## config.mk

```make
export PLATFORM = sky130hd
export DESIGN_NAME = fetch_unit
export DESIGN_NICKNAME = d
export VERILOG_FILES = /design/src/rtl/fetch_unit.sv
export SDC_FILE = /design/constraint.sdc
export NUM_CORES = 1
export LEC_CHECK = 0
export CORE_ASPECT_RATIO = 1.5
export CORE_MARGIN = 1
export CORE_UTILIZATION = 40
export CTS_CLUSTER_SIZE = 16
export DETAILED_ROUTE_END_ITERATION = 10
export PLACE_DENSITY = 0.68
export REMOVE_ABC_BUFFERS = 1
export SYNTH_ARGS = -nofsm -noshare
export SYNTH_HDL_FRONTEND = slang
export SYNTH_SLANG_ARGS = --single-unit
```

## constraint.sdc

```tcl
create_clock -name clk -period 2.4 [get_ports clk]
set_clock_uncertainty 0.1 [all_clocks]
set_input_delay 0.6 -clock clk [delete_from_list [all_inputs] [get_ports clk]]
set_output_delay 0.6 -clock clk [all_outputs]
set_load 0.1 [all_outputs]
```

## src/rtl/fetch_unit.sv

```systemverilog
// fetch_unit: instruction fetch stage feeding the PC adder.
// Owns the architectural PC, runs a req/ack handshake with instruction
// memory and hands words to decode over valid/ready, with a one-entry
// skid buffer and a flush/redirect path.
// Optional build macro: FETCH_PERF_CNT_EN adds the stall_cnt output.
//
// state   | meaning
// IDLE    | no request; refetch starts next cycle
// FETCH   | request to pc_cur outstanding
// HOLD    | fetched word parked in skid, waiting for decode
// DISCARD | flushed while a request was open; wait for its ack and drop it
module fetch_unit #(
  parameter int              AW       = 12,
  parameter int              DW       = 16,
  parameter logic [AW-1:0]   RESET_PC = '0
) (
  input  logic          clk,
  input  logic          rst_n,
  output logic [AW-1:0] pc_cur,
  input  logic [AW-1:0] pc_next,
  output logic          imem_req,
  output logic [AW-1:0] imem_addr,
  input  logic          imem_ack,
  input  logic [DW-1:0] imem_rdata,
  output logic          instr_valid,
  input  logic          instr_ready,
  output logic [DW-1:0] instr_data,
  output logic [AW-1:0] instr_pc,
`ifdef FETCH_PERF_CNT_EN
  output logic [15:0]   stall_cnt,
`endif
  input  logic          flush,
  input  logic [AW-1:0] flush_pc
);

  typedef enum logic [1:0] {
    S_IDLE    = 2'd0,
    S_FETCH   = 2'd1,
    S_HOLD    = 2'd2,
    S_DISCARD = 2'd3
  } state_e;

  state_e        state_q, state_d;
  logic [AW-1:0] pc_q;
  logic [AW-1:0] addr_q;
  logic          valid_q;
  logic [DW-1:0] data_q;
  logic [AW-1:0] ipc_q;
  logic          skid_valid_q;
  logic [DW-1:0] skid_data_q;
  logic [AW-1:0] skid_pc_q;

  logic out_fire;
  logic can_accept;
  logic fetch_ack;
  logic skid_xfer;

  assign out_fire   = valid_q & instr_ready;
  assign can_accept = ~valid_q | instr_ready;
  assign fetch_ack  = (state_q == S_FETCH) & imem_ack;
  assign skid_xfer  = (state_q == S_HOLD) & skid_valid_q & out_fire;

  // State register.
  always_ff @(posedge clk or negedge rst_n) begin
    if (!rst_n) state_q <= S_IDLE;
    else        state_q <= state_d;
  end

  // Next-state logic; flush overrides ack, out_fire and skid transfer.
  always_comb begin
    state_d = state_q;
    unique case (state_q)
      S_IDLE:    state_d = flush ? S_IDLE : S_FETCH;
      S_FETCH: begin
        if (flush)         state_d = imem_ack ? S_IDLE : S_DISCARD;
        else if (imem_ack) state_d = can_accept ? S_IDLE : S_HOLD;
      end
      S_HOLD: begin
        if (flush || skid_xfer) state_d = S_IDLE;
      end
      // A flush here only retargets the PC; the open request still has to
      // be drained, and once its ack arrives the bus is free again.
      S_DISCARD: begin
        if (imem_ack) state_d = S_IDLE;
      end
      default:   state_d = S_IDLE;
    endcase
  end

  // Memory-side outputs; DISCARD keeps presenting the abandoned address
  // because pc_cur has already moved to the redirect target.
  always_comb begin
    imem_req  = 1'b0;
    imem_addr = pc_q;
    unique case (state_q)
      S_FETCH:   imem_req = 1'b1;
      S_DISCARD: begin
        imem_req  = 1'b1;
        imem_addr = addr_q;
      end
      default:   imem_req = 1'b0;
    endcase
  end

  // Architectural PC and the latched request address.
  always_ff @(posedge clk or negedge rst_n) begin
    if (!rst_n) begin
      pc_q   <= RESET_PC;
      addr_q <= RESET_PC;
    end else begin
      if (state_q == S_FETCH) addr_q <= pc_q;
      if (flush)              pc_q   <= flush_pc;
      else if (fetch_ack)     pc_q   <= pc_next;
    end
  end

  // Decode-facing output register; a load beats the clear from out_fire.
  always_ff @(posedge clk or negedge rst_n) begin
    if (!rst_n) begin
      valid_q <= 1'b0;
      data_q  <= '0;
      ipc_q   <= '0;
    end else if (flush) begin
      valid_q <= 1'b0;
    end else if (fetch_ack && can_accept) begin
      valid_q <= 1'b1;
      data_q  <= imem_rdata;
      ipc_q   <= pc_q;
    end else if (skid_xfer) begin
      valid_q <= 1'b1;
      data_q  <= skid_data_q;
      ipc_q   <= skid_pc_q;
    end else if (out_fire) begin
      valid_q <= 1'b0;
    end
  end

  // Skid entry catches a word that arrives while decode is stalled.
  always_ff @(posedge clk or negedge rst_n) begin
    if (!rst_n) begin
      skid_valid_q <= 1'b0;
      skid_data_q  <= '0;
      skid_pc_q    <= '0;
    end else if (flush) begin
      skid_valid_q <= 1'b0;
    end else if (fetch_ack && !can_accept) begin
      skid_valid_q <= 1'b1;
      skid_data_q  <= imem_rdata;
      skid_pc_q    <= pc_q;
    end else if (skid_xfer) begin
      skid_valid_q <= 1'b0;
    end
  end

`ifdef FETCH_PERF_CNT_EN
  logic [15:0] stall_q;

  // Saturating count of cycles where decode back-pressure stalls fetch.
  always_ff @(posedge clk or negedge rst_n) begin
    if (!rst_n) begin
      stall_q <= '0;
    end else if (flush) begin
      stall_q <= '0;
    end else if (((state_q == S_HOLD) || (valid_q && !instr_ready)) &&
                 (stall_q != 16'hFFFF)) begin
      stall_q <= stall_q + 16'd1;
    end
  end

  assign stall_cnt = stall_q;
`endif

  assign pc_cur      = pc_q;
  assign instr_valid = valid_q;
  assign instr_data  = data_q;
  assign instr_pc    = ipc_q;

endmodule

```

# --- Word-level counts from Yosys, hierarchy flattened ---
# Cells that the tools add are included.
totals:
  reg_bits: 84
  output_inout_bits: 54
  wordCells: 58
  inputBits: 45
classes:
  n_reduce_logical: 13
  muxes: 23
  n_eq_ne: 6
  bitwise_logic: 7
ops:
  columns: ["cell", "n"]
  rows:
  - ["12-bit two-way mux", 5]
  - ["16-bit two-way mux", 2]
  - ["2-bit two-way mux", 6]
  - ["1-bit two-way mux", 9]
  - ["2-bit one-hot mux with 4 select lines", 1]
  - ["1-bit bitwise AND", 4]
  - ["2-bit == test, second input constant", 2]
  - ["2-bit AND reduction", 2]
  - ["2-bit nonzero test", 2]
  - ["4-bit nonzero test", 1]
  - ["3-bit != test, second input constant", 1]
  - ["3-bit AND reduction", 1]
  - ["3-bit nonzero test", 1]
  - ["2-bit by 1-bit == test with 1-bit output, second input constant", 1]
  - ["1-bit logical AND", 2]
  - ["2-bit zero test", 1]
  - ["2-bit by 1-bit != test with 1-bit output, second input constant", 1]
  - ["2-bit != test, second input constant", 1]
  - ["1-bit inverter", 2]
  - ["2-bit OR reduction", 1]
  - ["1-bit zero test", 1]
  - ["1-bit logical OR", 1]
  - ["1-bit bitwise OR", 1]

# --- Logic depth before layout (Yosys ltp) ---
# Gate-level depths: netlist of run 1.
logic_depth:
  word_depth: 6
  depth_mapped: 5
  depth_no_buf: 3

# --- Worst setup path after synthesis of run 1 ---
# No wires, ideal clock.
synth_timing:
  path_type: "register to output"
  from: "reg pc_q[11], in the netlist pc_cur[11]"
  to: "out imem_addr[11]"
  required_time_ns: 1.700
  path_buffers: 0
  path_stages_with_launch: 2
  arrival_ns: 1.607
  setup_slack_ns: 0.093
  cell_sequence: "dfrtp_1 mux2_2"
synth_via:
  elab_chain_len: 1
synth_lines:
  columns: ["item", "line", "rtl"]
  rows:
  - ["start, declared", "44", "logic [AW-1:0] pc_q;"]
  - ["start signal, assigned", "112", "if (flush) pc_q <= flush_pc;"]
  - ["start signal, assigned", "113", "else if (fetch_ack) pc_q <= pc_next;"]
  - ["12-bit two-way mux", "95", "unique case (state_q)"]
  - ["end, declared", "22", "output logic [AW-1:0] imem_addr,"]
# No other way between the ends.

# --- Worst setup path after layout of run 1 ---
layout_timing:
  from: "reg state_q[1]"
  to: "out imem_addr[6]"
layout_via:
  elab_chain_len: 2
layout_lines:
  columns: ["item", "line", "rtl"]
  rows:
  - ["start, declared", "43", "state_e state_q, state_d;"]
  - ["start signal, assigned", "66", "else state_q <= state_d;"]
  - ["2-bit == test", "95", null]
  - ["12-bit two-way mux", "95", null]
# No other way between the ends.

==> results of run 1 <==
-- cell families (layout without fill, tap and decap cells) --
family	after synthesis	after routing	share of synthesized area (%)
and+or+nand+nor	44	44	7.65
buffers and inverters	22	135	2.98
AOI/OAI and AO/OA	36	36	10.2
DFF	84	84	55.6
muxes	76	76	23.5
-- state kept, by name (all words and copies together) (netlist names) --
signal and cells:
pc_cur 12, instr_pc 12, instr_data 16, state_q 2, instr_valid 1, skid_data_q 16
skid_pc_q 12, addr_q 12, skid_valid_q 1
-- worst max-delay path, stage by stage (launching register included) --
cell and delay, ns:
dfrtp_1 0.37, nand2_1 0.20, buf_12 0.17, mux2_2 0.36, buf_12 0.17
-- metrics by stage --
| stage | area, um2 | util (%) | setup WS, ns | cells |
|---|---|---|---|---|
| 6_report | 5330 | 57.9 | 0.0796 | 487 |
| 5_1_grt | 5330 | 57.9 | 0.00842 | 487 |
| 4_1_cts | 5330 | 57.9 | 0.0570 | 487 |
| 3_5_place_dp | 5040 | 54.8 | -0.0599 | 473 |
| 3_3_place_gp | 5040 | 54.8 | -0.0471 | 473 |
| 2_1_floorplan | 3670 | - | -0.497 | 242 |
-- how the worst max path moves through the flow --
stage	depth (start not counted)	start	slack, ns	to
5_1_grt	4	state_q[1]	0.008	imem_addr[6]
3_3_place_gp	5	instr_ready	-0.05	skid_data_q[6]
6_report	4	state_q[1]	0.08	imem_addr[6]
3_5_place_dp	5	instr_ready	-0.06	skid_data_q[8]
2_1_floorplan	2	state_q[0]	-0.50	imem_addr[0]
4_1_cts	4	state_q[1]	0.06	imem_addr[1]
-- final cells by class --
| type | count | area [um2] | share of cell area (%) |
|---|---|---|---|
| Tap cell | 112 | 140 | 2.63 |
| Timing Repair Buffer | 119 | 1230 | 23.0 |
| Sequential cell | 84 | 2100 | 39.4 |
| Clock inverter | 2 | 35.0 | 0.657 |
| Inverter | 2 | 7.51 | 0.141 |
| Clock buffer | 12 | 256 | 4.81 |
| Multi-Input combinational cell | 156 | 1560 | 29.3 |
-- per-layer routing --
metal | wire length, um | share of wire, %
met4 | 152 | 1.8
met2 | 4430 | 53
met3 | 273 | 3.3
met5 | 0 | 0
met1 | 3520 | 42
-- cells in the final DEF, fill, tap and decap left out --
master	instances
or2_2	2
mux2_2	67
inv_1	2
nand2b_1	1
o32ai_4	1
o221ai_1	1
a21o_1	1
clkinv_2	1
mux2_4	9
nor2b_1	4
a21oi_1	2
dfrtp_1	84
clkbuf_8	2
clkbuf_1	1
o21ai_0	2
nand4b_1	1
nor3_1	1
nand2_1	3
buf_4	58
or3_1	29
nand3b_4	1
or3_4	1
nand3b_1	1
clkdlybuf4s50_1	43
a31oi_1	1
bufinv_16	1
clkbuf_16	9
buf_12	18
o221a_2	28
==> impl_metrics.yaml, run 1 <==
sta:
  fin_crit_ns: 2.32
  rsz0062_at_grt: "no"
  maxSlewViolCount: 0
  whs_ns: 0.154
  relSlewSlack_pct: 62.9
  hold_viol: 0
  max_clock_freq_ghz: 0.431
  final.setup.tns_ns: 0
  worst_pin_slew_ns: 0.556
  final-setup-viol-count: 0
  period_share_pct: 96.7
global_route:
  busiest_layer: "met2"
  grt_start_max_net_pins: 44
  grt_overflow: 0
  use_met2_pct: 31.7
  grt_pass1_vias: 2778
  grt.total_usage_pct: 19.1
  grtUsageMet1_pct: 23.8
  antenna_found_initial: 0
  gr-usage-met3_pct: 3.76
  grt_pass1_wl_um: 14100
critical_path:
  cp_max_fo: 9
  cp-start-kind: "register"
  timing.rr.start: "state_q[1]"
  criticalPathCategory: "register to primary output"
  worstReg2RegEnd: "instr_pc[2]"
  worstPathArrival_ns: 1.62
  r2r_slack_ns: 0.57
  crit_required_ns: 1.70
  worstSetupEndpointType: "primary output"
  r2r_cells: 5
routing:
  drtAntennaViolNets: 0
  first_pass_iters: 4
  via_per_inst: 5.29
  wl_um: 8370
  wire_per_inst_um: 17.2
  drcViolationCount: 0
  vias: 2574
  dr.first_iter.drc_count: 122
synth:
  yosys_warnings: 0
  synth_common_cells: "dfrtp_1 (84), mux2_2 (67), or3_1 (29)"
  synth_area_per_cell_um2: 14.4
  synth_most_common_cell: "dfrtp_1"
  ys_types: 25
  synth-seq-cells: 84
  yosys.area.top_type: "dfrtp_1"
  synthArstFlopShare_pct: 100
  synth.area.top_cells: "dfrtp_1 (56%), mux2_2 (20%), o221a_2 (8.3%), or3_1 (4.8%), mux2_4 (3.6%)"
  ys.flop_type: "dfrtp_1"
  ys_seq_area_share_pct: 55.6
  syn_inst: 262
  yosysTopAreaCellShare_pct: 55.6
  synth_edf_count: 0
  synth_area_um2: 3780
cts:
  post_cts_buffers: 0
  h-tree-depth: 3
  clk_latency_ns: 0.33
  clock-sinks: 84
  clkTransAtPathRegs_ns: 0.06
  clockBufferDepth: 2
  ctsResizeCount: 0
  cts_made_buffers: 9
  cts_tree: "built"
  cts-root-buf: "clkbuf_16"
  postCtsHoldBufs: 0
run:
  maxCapViolations: 0
finish:
  syn_to_final_growth_pct: 41.1
  num_antenna_cells: 0
  layout-drive-gt1-share_pct: 52.8
  nNetsFinal: 417
  fillers: 752
floorplanning:
  ioPinCount: 99
  initial_core_util_pct: 41.1
  row_count: 43
  fp.dieH_um: 121
  core-area_um2: 9200
  die-area_um2: 9850
  die_w_um: 81.4
outcome:
  outcome: "completed"
placement:
  dpl.hpwl_um: 5920
  port_buffers: 98
  place.gp.congestion: 0.719
hold_path:
  hold_path_class: "input port to async pin"
Power of run 1 is left out: the tool's default activity adds up to more than one toggle a clock period on the data nets, which glitch-free logic cannot reach.
==> run 2: changes to the inputs <==
--- a/config.mk
+++ b/config.mk
@@ -8,7 +8,7 @@
 export CORE_ASPECT_RATIO = 1.5
 export CORE_MARGIN = 1
 export CORE_UTILIZATION = 40
-export CTS_CLUSTER_SIZE = 16
+export CTS_CLUSTER_SIZE = 10
 export DETAILED_ROUTE_END_ITERATION = 10
 export PLACE_DENSITY = 0.68
 export REMOVE_ABC_BUFFERS = 1
==> results of run 2 <==
Same layout as run 1: the final DEF is identical, and so are final timing and power.
Power of run 2 is left out for the same reason.
